**src/rtl/hedios_pkg.sv**
```systemverilog
// hedios_pkg: shared opcodes, packet widths, FSM states and saturating counter helper
package hedios_pkg;
   localparam int CMD_W = 8;
   localparam int DATA_W = 32;
   localparam logic [1:0] OP_NOP = 2'b00;
   localparam logic [1:0] OP_WRITE = 2'b01;
   localparam logic [1:0] OP_READ = 2'b10;
   localparam logic [1:0] OP_PING = 2'b11;
   localparam logic [CMD_W-1:0] DEF_ERR_CMD = 8'hEE;
   typedef enum logic [1:0] {S_IDLE, S_LATCH, S_EXEC, S_RESP} state_t;
   function automatic logic [7:0] sat_add8(input logic [7:0] a, input logic [1:0] b);
      logic [8:0] s;
      s = {1'b0, a} + {7'b0, b};
      return s[8] ? 8'hFF : s[7:0];
   endfunction
endpackage

```
**src/rtl/hedios_cmd_dispatch_if.sv**
```systemverilog
// hedios_cmd_dispatch_if: RX packet queue and TX response handshake bundle
interface hedios_cmd_dispatch_if;
   import hedios_pkg::*;
   logic              rx_empty;
   logic [CMD_W-1:0]  rx_command;
   logic [DATA_W-1:0] rx_data;
   logic              rx_pop;
   logic              rx_lost;
   logic              tx_valid;
   logic              tx_ready;
   logic [CMD_W-1:0]  tx_command;
   logic [DATA_W-1:0] tx_data;
   modport master (
      input  rx_empty, rx_command, rx_data, rx_lost, tx_ready,
      output rx_pop, tx_valid, tx_command, tx_data
   );
   modport slave (
      output rx_empty, rx_command, rx_data, rx_lost, tx_ready,
      input  rx_pop, tx_valid, tx_command, tx_data
   );
endinterface

```
**src/rtl/hedios_reg_bank.sv**
```systemverilog
// hedios_reg_bank: host register storage with indexed write, strobes and read mux
module hedios_reg_bank
   import hedios_pkg::*;
#(
   parameter int NUM_REGS = 16,
   parameter logic [DATA_W-1:0] RESET_VALUE = '0
) (
   input  logic                     clk,
   input  logic                     rst_n,
   input  logic                     we,
   input  logic [3:0]               idx,
   input  logic [DATA_W-1:0]        wdata,
   output logic [32*NUM_REGS-1:0]   regs_flat,
   output logic [NUM_REGS-1:0]      wr_strobe,
   output logic [DATA_W-1:0]        rd_data
);
   logic [DATA_W-1:0] regs [NUM_REGS];

   // one-hot strobe; an index beyond the bank matches no entry so nothing is written
   always_comb begin
      wr_strobe = '0;
      for (int i = 0; i < NUM_REGS; i++) wr_strobe[i] = we && idx == 4'(i);
   end

   // register storage, cleared to RESET_VALUE on reset
   always_ff @(posedge clk or negedge rst_n) begin
      if (!rst_n) begin
         for (int i = 0; i < NUM_REGS; i++) regs[i] <= RESET_VALUE;
      end else begin
         for (int i = 0; i < NUM_REGS; i++) if (wr_strobe[i]) regs[i] <= wdata;
      end
   end

   // read mux driven by the same index; only consulted for in-range reads
   always_comb begin
      rd_data = '0;
      for (int i = 0; i < NUM_REGS; i++) if (idx == 4'(i)) rd_data = regs[i];
   end

   for (genvar g = 0; g < NUM_REGS; g++) begin : g_flat
      assign regs_flat[32*g +: 32] = regs[g];
   end
endmodule

```
**src/rtl/hedios_cmd_dispatch.sv**
```systemverilog
// hedios_cmd_dispatch: pops RX packets, executes NOP/WRITE/READ/PING, returns responses (HEDIOS_DISPATCH_WRITE_ACK_EN adds write acks)
module hedios_cmd_dispatch
   import hedios_pkg::*;
#(
   parameter int NUM_REGS = 16,
   parameter logic [DATA_W-1:0] RESET_VALUE = 32'h0000_0000,
   parameter logic [CMD_W-1:0] ERR_CMD = DEF_ERR_CMD
) (
   input  logic                    clk,
   input  logic                    rst_n,
   hedios_cmd_dispatch_if.master   bus,
   output logic [32*NUM_REGS-1:0]  regs_flat,
   output logic [NUM_REGS-1:0]     wr_strobe,
   output logic [7:0]              err_count,
   output logic                    busy
);
   state_t            state, state_n;
   logic [CMD_W-1:0]  cmd_q, tx_cmd_n;
   logic [DATA_W-1:0] data_q, tx_data_n, rd_data;
   logic [1:0]        op;
   logic              idx_ok, bad, pop, we, tx_load, dec_err;

   assign op = cmd_q[7:6];
   assign idx_ok = {1'b0, cmd_q[3:0]} < 5'(NUM_REGS);
   assign bad = (cmd_q[5:4] != 2'b00) || ((op == OP_WRITE || op == OP_READ) && !idx_ok);
   assign bus.rx_pop = pop;
   assign busy = state != S_IDLE;

   hedios_reg_bank #(.NUM_REGS(NUM_REGS), .RESET_VALUE(RESET_VALUE)) u_bank (
      .clk(clk),
      .rst_n(rst_n),
      .we(we),
      .idx(cmd_q[3:0]),
      .wdata(data_q),
      .regs_flat(regs_flat),
      .wr_strobe(wr_strobe),
      .rd_data(rd_data)
   );

   // FSM state register
   always_ff @(posedge clk or negedge rst_n) begin
      if (!rst_n) state <= S_IDLE;
      else state <= state_n;
   end

   // next state plus pop, write and response-load controls
   always_comb begin
      state_n = state;
      pop = 1'b0;
      we = 1'b0;
      tx_load = 1'b0;
      dec_err = 1'b0;
      tx_cmd_n = cmd_q;
      tx_data_n = ~data_q;
      case (state)
         S_IDLE: if (!bus.rx_empty) begin
            pop = 1'b1;
            state_n = S_LATCH;
         end
         S_LATCH: state_n = S_EXEC;
         S_EXEC: begin
            state_n = S_IDLE;
            if (bad) begin
               dec_err = 1'b1;
               tx_load = 1'b1;
               tx_cmd_n = ERR_CMD;
               tx_data_n = {24'h0, cmd_q};
               state_n = S_RESP;
            end else if (op == OP_WRITE) begin
               we = 1'b1;
`ifdef HEDIOS_DISPATCH_WRITE_ACK_EN
               tx_load = 1'b1;
               tx_data_n = data_q;
               state_n = S_RESP;
`else
               state_n = S_IDLE;
`endif
            end else if (op == OP_READ) begin
               tx_load = 1'b1;
               tx_data_n = rd_data;
               state_n = S_RESP;
            end else if (op == OP_PING) begin
               tx_load = 1'b1;
               state_n = S_RESP;
            end
         end
         S_RESP: if (bus.tx_ready) state_n = S_IDLE;
         default: state_n = S_IDLE;
      endcase
   end

   // packet latch, response register and saturating error counter
   always_ff @(posedge clk or negedge rst_n) begin
      if (!rst_n) begin
         cmd_q <= '0;
         data_q <= '0;
         bus.tx_valid <= 1'b0;
         bus.tx_command <= '0;
         bus.tx_data <= '0;
         err_count <= '0;
      end else begin
         if (pop) begin
            cmd_q <= bus.rx_command;
            data_q <= bus.rx_data;
         end
         if (tx_load) begin
            bus.tx_valid <= 1'b1;
            bus.tx_command <= tx_cmd_n;
            bus.tx_data <= tx_data_n;
         end else if (state == S_RESP && bus.tx_ready) begin
            bus.tx_valid <= 1'b0;
         end
         err_count <= sat_add8(err_count, {1'b0, dec_err} + {1'b0, bus.rx_lost});
      end
   end
endmodule

```
**src/flat_wrapper.sv**
```systemverilog
// flat-port wrapper written by rule: the top's interface ports become plain ports
module hedios_cmd_dispatch_flat import hedios_pkg::*;
#(
   parameter int NUM_REGS = 16,
   parameter logic [DATA_W-1:0] RESET_VALUE = 32'h0000_0000,
   parameter logic [CMD_W-1:0] ERR_CMD = DEF_ERR_CMD
)
  (clk, rst_n, regs_flat, wr_strobe, err_count, busy, bus_rx_empty, bus_rx_command, bus_rx_data, bus_rx_lost, bus_tx_ready, bus_rx_pop, bus_tx_valid, bus_tx_command, bus_tx_data);
  hedios_cmd_dispatch_if bus_i ();
  input  logic clk;
  input  logic rst_n;
  output logic [32*NUM_REGS-1:0] regs_flat;
  output logic [NUM_REGS-1:0] wr_strobe;
  output logic [7:0] err_count;
  output logic busy;
  input wire logic [$bits(bus_i.rx_empty)-1:0] bus_rx_empty;
  input wire logic [$bits(bus_i.rx_command)-1:0] bus_rx_command;
  input wire logic [$bits(bus_i.rx_data)-1:0] bus_rx_data;
  input wire logic [$bits(bus_i.rx_lost)-1:0] bus_rx_lost;
  input wire logic [$bits(bus_i.tx_ready)-1:0] bus_tx_ready;
  output wire logic [$bits(bus_i.rx_pop)-1:0] bus_rx_pop;
  output wire logic [$bits(bus_i.tx_valid)-1:0] bus_tx_valid;
  output wire logic [$bits(bus_i.tx_command)-1:0] bus_tx_command;
  output wire logic [$bits(bus_i.tx_data)-1:0] bus_tx_data;
  assign bus_i.rx_empty = bus_rx_empty;
  assign bus_i.rx_command = bus_rx_command;
  assign bus_i.rx_data = bus_rx_data;
  assign bus_i.rx_lost = bus_rx_lost;
  assign bus_i.tx_ready = bus_tx_ready;
  assign bus_rx_pop = bus_i.rx_pop;
  assign bus_tx_valid = bus_i.tx_valid;
  assign bus_tx_command = bus_i.tx_command;
  assign bus_tx_data = bus_i.tx_data;
  hedios_cmd_dispatch #(.NUM_REGS(NUM_REGS), .RESET_VALUE(RESET_VALUE), .ERR_CMD(ERR_CMD)) u_core (.clk(clk), .rst_n(rst_n), .bus(bus_i), .regs_flat(regs_flat), .wr_strobe(wr_strobe), .err_count(err_count), .busy(busy));
endmodule
```
**config.mk**
```make
export PLATFORM = sky130hd
export DESIGN_NAME = hedios_cmd_dispatch_flat
export DESIGN_NICKNAME = d
export VERILOG_FILES = /design/src/rtl/hedios_pkg.sv /design/src/rtl/hedios_cmd_dispatch_if.sv /design/src/rtl/hedios_reg_bank.sv /design/src/rtl/hedios_cmd_dispatch.sv /design/src/flat_wrapper.sv
export SDC_FILE = /design/constraint.sdc
export NUM_CORES = 1
export LEC_CHECK = 0
export CAP_MARGIN = 10
export CORE_ASPECT_RATIO = 1.25
export CORE_UTILIZATION = 30
export DETAILED_ROUTE_END_ITERATION = 10
export PLACE_DENSITY = 0.56
export SKIP_CTS_REPAIR_TIMING = 1
export SLEW_MARGIN = 20
export SYNTH_ARGS = -nofsm -noshare
export SYNTH_HDL_FRONTEND = slang
export SYNTH_SLANG_ARGS = --single-unit
```
**constraint.sdc**
```tcl
create_clock -name clk -period 8 [get_ports clk]
set_input_delay 2 -clock clk [delete_from_list [all_inputs] [get_ports clk]]
set_output_delay 2 -clock clk [all_outputs]
set_load 0.01 [all_outputs]
```
==> flow_summary.json, run 1 <==
{
  "status": "finished clean",
  "powerDensity_nw_per_um2": 381,
  "dpl_worst_slack_ns": 2.20,
  "syn_area_um2": 28500,
  "synthFlopType": "dfrtp_1",
  "num_antenna_cells": 0,
  "setup_viol": 0,
  "synth-edff-count": 0,
  "synthMostInstantiatedCell": "dfrtp_1",
  "path_cells": "or4b_1 -> nor3_4 -> nand3_2 -> buf_4 -> inv_1 -> clkdlybuf4s50_1",
  "cts_tree": "yes",
  "io_buffers": 623,
  "grt_setup_unrepaired": "no",
  "clock_path_buffers": 3,
  "placementRows": 125,
  "grt_pass1_vias": 23300,
  "wl_per_cell_um": 33.9,
  "layout.nets": 2818,
  "n_fill_cell": 8915,
  "clock_insertion_delay_worst_skew_ns": 0.64,
  "ys_types": 81,
  "die_height_um": 346,
  "multiInputGateArea_um2": 12300,
  "drive_above_1_share": 0.292,
  "tightest_slew_ns": 1.10,
  "rrSetupSlack_ns": 4.19,
  "regArea_um2": 15100,
  "yosysSeqAreaShare": 0.530,
  "hold_viol_final": 0,
  "crit_fanout": 33,
  "fmax_mhz": 169,
  "max_slew_margin": 0.266,
  "worstPathArrival_ns": 3.91,
  "syn2layout_area_growth_pct": 33.7,
  "grt_max_degree": 149,
  "route.detailed.drc": 0,
  "synth_top_area_share": 0.530,
  "syn_area_per_cell_um2": 12.7,
  "yosysTopAreaCell": "dfrtp_1",
  "rr_worst_depth": 6,
  "finalCriticalPeriod_ns": 5.91,
  "cts_sinks": 603,
  "max_stage_delay_ns": 0.82,
  "crit_path_end_kind": "output port",
  "crit_required_ns": 6.00,
  "drt_iter0_drc": 2254,
  "syn_inst": 2247,
  "cts-buffers-inserted": 69,
  "hold_path.class": "flop to flop",
  "die_area_um2": 96100,
  "postRouteAntennaNets": 0,
  "synth.ff_latch_count": 603,
  "gp_congestion": 0.924,
  "antenna_found_initial": 5,
  "first_pass_iters": 9,
  "slew_violations": 0,
  "synth_area_leaders": "dfrtp_1, mux2_2, mux4_2, clkbuf_1, a21oi_1",
  "overflow": 0,
  "synth_commonest_cells": "dfrtp_1, mux2_2, clkbuf_1",
  "max_cap_violations": 0,
  "vias": 22600,
  "grt_pass1_wl_um": 192000,
  "initial_core_util": 0.304,
  "routed_via_density": 5.60,
  "finalSetupTns_ns": 0,
  "htree_levels": 3,
  "cp-start-kind": "flop",
  "grt.total_usage": 0.280,
  "worstSetupPathType": "flop to output port",
  "finClkSkew_ns": 0.0244,
  "p_leak_uw": 0.0171,
  "layout_setup_ws_ns": 2.09,
  "startpoint": "u_core.cmd_q[5]$_DFFE_PN0P_",
  "routed_wirelength_um": 137000,
  "ys_async_sr_fraction": 1.00,
  "core_um2": 93500,
  "cts-root-buf": "clkbuf_16",
  "r2r_start": "u_core.cmd_q[1]$_DFFE_PN0P_",
  "synth_nets": 2294,
  "critPathCapture": "wr_strobe[3]",
  "clk_pin_slew_ns": 0.06,
  "slowest_stage": "or4b_1",
  "io_pins": 624,
  "ir_drop_v": 0.000149,
  "r2r_end": "u_core.bus.tx_data[18]$_DFFE_PN0P_",
  "yosysWarnings": 0,
  "fin_crit_sh": 0.739,
  "dpl.hpwl_um": 99400,
  "die_w_um": 277
}
critical path: cells and delay by family, from the launching register on:
kind                   cells  cell delay, ns
AND/OR/NAND/NOR            3            1.71
flip-flops                 1            0.46
buffers and inverters      3            1.06
cell usage in the layout (no fill, tap or decap), types with 24 or more instances in the layout:
cell type	instances
a21oi_1	92
clkbuf_16	72
mux2_2	552
mux4_2	30
buf_4	50
o21ai_0	73
a22oi_1	30
dfrtp_1	599
clkdlybuf4s50_1	622
nand2_1	108
o22ai_1	29
nor2_1	63
mux2i_1	42
nand3_1	24
logic make-up (layout without fill, tap and decap cells):
family / after synthesis / after routing / share of synthesized area
AOI/OAI and AO/OA: 412 / 412 / 0.0987
xor gates and xnor gates: 3 / 3 / 0.000923
adders and majority gates: 2 / 2 / 0.00114
buffers and inverters: 247 / 823 / 0.0397
DFF: 603 / 603 / 0.530
muxes: 651 / 651 / 0.270
and+or+nand+nor: 329 / 329 / 0.0590
stage by stage:
| step | util | cell area [um2] | hold slack, ns | cells | total power (uW) |
|---|---|---|---|---|---|
| after global routing | 0.407 | 38000 | 0.513 | 4029 | 15000 |
| final | 0.407 | 38000 | 0.480 | 4029 | 14500 |
| after detailed placement | 0.382 | 35700 | 0.465 | 3906 | 11100 |
| after floorplan | - | 28500 | 0.504 | 2247 | 7470 |
| after global placement | 0.382 | 35700 | 0.456 | 3906 | 11000 |
| after CTS | 0.407 | 38000 | 0.482 | 4029 | 14500 |
worst min-delay path by stage:
stage	startpoint	endpoint	cells past startpoint
floorplan	u_core.bus.tx_command[7]$_DFFE_PN0P_	u_core.bus.tx_command[7]$_DFFE_PN0P_	1
global placement	u_core.bus.tx_command[7]$_DFFE_PN0P_	u_core.bus.tx_command[7]$_DFFE_PN0P_	1
detailed placement	u_core.bus.tx_command[7]$_DFFE_PN0P_	u_core.bus.tx_command[7]$_DFFE_PN0P_	1
CTS	u_core.bus.tx_command[7]$_DFFE_PN0P_	u_core.bus.tx_command[7]$_DFFE_PN0P_	1
global route	u_core.bus.tx_command[7]$_DFFE_PN0P_	u_core.bus.tx_command[7]$_DFFE_PN0P_	1
finish	u_core.bus.tx_command[7]$_DFFE_PN0P_	u_core.bus.tx_command[7]$_DFFE_PN0P_	1
flip-flops by register name (all words and copies together), names as in the netlist:
signal / flops
u_core.err_count: 8
u_core.bus.tx_valid: 1
u_core.bus.tx_data: 32
u_core.u_bank.regs_flat: 512
u_core.state: 2
u_core.bus.tx_command: 8
u_core.data_q: 32
u_core.cmd_q: 8
layout make-up:
cell class	count	share of cell area
Sequential cell	603	0.397
Multi-Input combinational cell	1397	0.324
Timing Repair Buffer	676	0.175
Clock buffer	92	0.0530
Tap cell	1206	0.0397
Clock inverter	31	0.00881
Inverter	24	0.00237
per-layer routing:
| layer | global-route usage | wire length [um] | up-vias | part of all wire |
|---|---|---|---|---|
| met5 | 0 | 11 | - | 0.000081 |
| met2 | 0.449 | 63900 | 1104 | 0.47 |
| met3 | 0.0846 | 12400 | 240 | 0.090 |
| li1 | - | - | 9326 | - |
| met4 | 0.123 | 6290 | 2 | 0.046 |
| met1 | 0.347 | 54100 | 11900 | 0.40 |
power breakdown:
part           total [uW]  internal [uW]  leakage [uW]  switching [uW]
Clock                3340           1970       0.00117            1370
Sequential           5290           3840       0.00822            1440
Combinational        5860           2600       0.00775            3260
Total               14500           8420        0.0171            6070
(Power assumes the default switching activity.)
==> inputs of run 2 (changes only) <==
- PLACE_DENSITY: 0.56 -> 0.58
- clock period: 8 -> 4.9 ns (I/O delays scaled with it)
==> run 2 against run 1 <==
Net effect:
- worst setup slack worse by 1.9 ns
- die area stayed put
- final cell count is 0.57% higher
- first-iteration DRC count shrank 5.5%
- clock power rose by 61%
- largest cell class unchanged
- highest routed layer unchanged
==> flow_summary.json, run 2 (same netlist as run 1, synthesis figures left out) <==
{
  "max_stage_delay_ns": 0.80,
  "drt_iter0_drc": 2129,
  "holdCritStartpoint": "u_core.bus.tx_command[7]$_DFFE_PN0P_",
  "io_pins": 624,
  "cts_tree": "yes",
  "cts-root-buf": "clkbuf_16",
  "grt_pass1_wl_um": 190000,
  "finClkSkew_ns": 0.0239,
  "crit_path_end_kind": "output port",
  "fmax_mhz": 213,
  "top_usage_layer": "met2",
  "largest_register_ffs": 512,
  "status": "finished clean",
  "die_area_um2": 96100,
  "antenna_found_initial": 6,
  "use_met3": 0.0626,
  "hold_viol_final": 0,
  "gp_congestion": 0.903,
  "overflow": 0,
  "dpl.hpwl_um": 98900,
  "clock_insertion_delay_worst_skew_ns": 0.65,
  "slew_violations": 0,
  "grt_setup_unrepaired": "no",
  "grt.total_usage": 0.278,
  "p_leak_uw": 0.0172,
  "cts-buffers-inserted": 69,
  "grtUsageMet1": 0.359,
  "crit_fanout": 8,
  "placementRows": 125,
  "rr_worst_depth": 5,
  "hold_slack_ns": 0.476,
  "r2r_start": "u_core.cmd_q[0]$_DFFE_PN0P_",
  "initial_core_util": 0.304,
  "finalSetupTns_ns": 0,
  "worstSetupPathType": "flop to output port",
  "cts_sinks": 603,
  "finalCriticalPeriod_ns": 4.69,
  "slowest_stage": "or4b_1",
  "route.detailed.drc": 0,
  "crit_required_ns": 3.67,
  "cp-start-kind": "flop",
  "clk_pin_slew_ns": 0.06,
  "wl_per_cell_um": 33.7,
  "total_power_uw": 23700,
  "routed_wirelength_um": 137000,
  "hold_path.class": "flop to flop",
  "die_height_um": 346,
  "postRouteAntennaNets": 0,
  "gr-usage-met2": 0.435,
  "drive_above_1_share": 0.293,
  "grt_max_degree": 120,
  "startpoint": "u_core.cmd_q[4]$_DFFE_PN0P_",
  "layout.nets": 2840,
  "routed_via_density": 5.68,
  "max_slew_margin": 0.255,
  "max_cap_violations": 0,
  "clock_path_buffers": 3,
  "die_w_um": 277,
  "powerDensity_nw_per_um2": 619,
  "worstPathArrival_ns": 3.47,
  "syn2layout_area_growth_pct": 34.3,
  "io_buffers": 623,
  "first_pass_iters": 8,
  "mostFrequentLayoutCells": "clkdlybuf4s50_1, dfrtp_1, mux2_2",
  "core_um2": 93500,
  "ir_drop_v": 0.000324,
  "htree_levels": 3,
  "tightest_slew_ns": 1.12,
  "min_path_cells": 1,
  "post-route-util": 0.409,
  "fin_crit_sh": 0.957,
  "path_cells": "or4b_1 -> or3_4 -> nor3_1 -> clkdlybuf4s50_1",
  "vias": 23000,
  "grt_pass1_vias": 23300,
  "final_common_cell": "clkdlybuf4s50_1",
  "setup_viol": 0
}
==> run 2: routing by layer <==
layer / share of wire / wire length, um
met2: 0.46 / 62700
met5: 0.00018 / 24
met3: 0.077 / 10600
met4: 0.055 / 7500
met1: 0.41 / 55800
==> run 2: through the flow <==
step           cell area, um2  setup WS [ns]  std cells
5_1_grt                 38200          0.160       4048
3_3_place_gp            35900          0.950       3928
3_5_place_dp            35900          0.904       3928
4_1_cts                 38200          0.204       4048
2_1_floorplan           28500           1.66       2247
6_report                38200          0.209       4052
==> run 2: final timing paths <==
| kind | endpoint | slack [ns] |
|---|---|---|
| hold reg to reg | u_core.bus.tx_command[7]$_DFFE_PN0P_ | 0.48 |
| min in group asynchronous | u_core.u_bank.regs_flat[281]$_DFFE_PN0P_ | 0.65 |
| max in group asynchronous | u_core.u_bank.regs_flat[34]$_DFFE_PN0P_ | 2.91 |
| hold / removal | u_core.bus.tx_command[7]$_DFFE_PN0P_ | 0.48 |
| setup / recovery | wr_strobe[8] | 0.21 |
| setup reg to reg | u_core.bus.tx_data[12]$_DFFE_PN0P_ | 1.47 |
==> run 2: power by group <==
group | internal, uW | total [uW] | leakage, uW | switching (uW)
Sequential | 6270 | 8580 | 0.00822 | 2310
Clock | 3160 | 5390 | 0.00113 | 2230
Combinational | 4310 | 9700 | 0.00787 | 5390
Total | 13700 | 23700 | 0.0172 | 9920
==> run 2: worst max-delay path: cells and delay by family, from the launching register on <==
| kind | cells | cell delay, ns |
|---|---|---|
| buf+inv | 1 | 0.72 |
| flops | 1 | 0.46 |
| simple gates | 3 | 1.62 |
==> run 2: layout make-up <==
type	instances	area, um2
well taps	1206	1510
flip-flops and latches	603	15100
clock inverters	24	305
inverters	24	90.1
multi-input cells	1397	12300
diodes	4	10.0
fillers	8888	55300
repair buffers	698	6890
clock buffers	96	1990
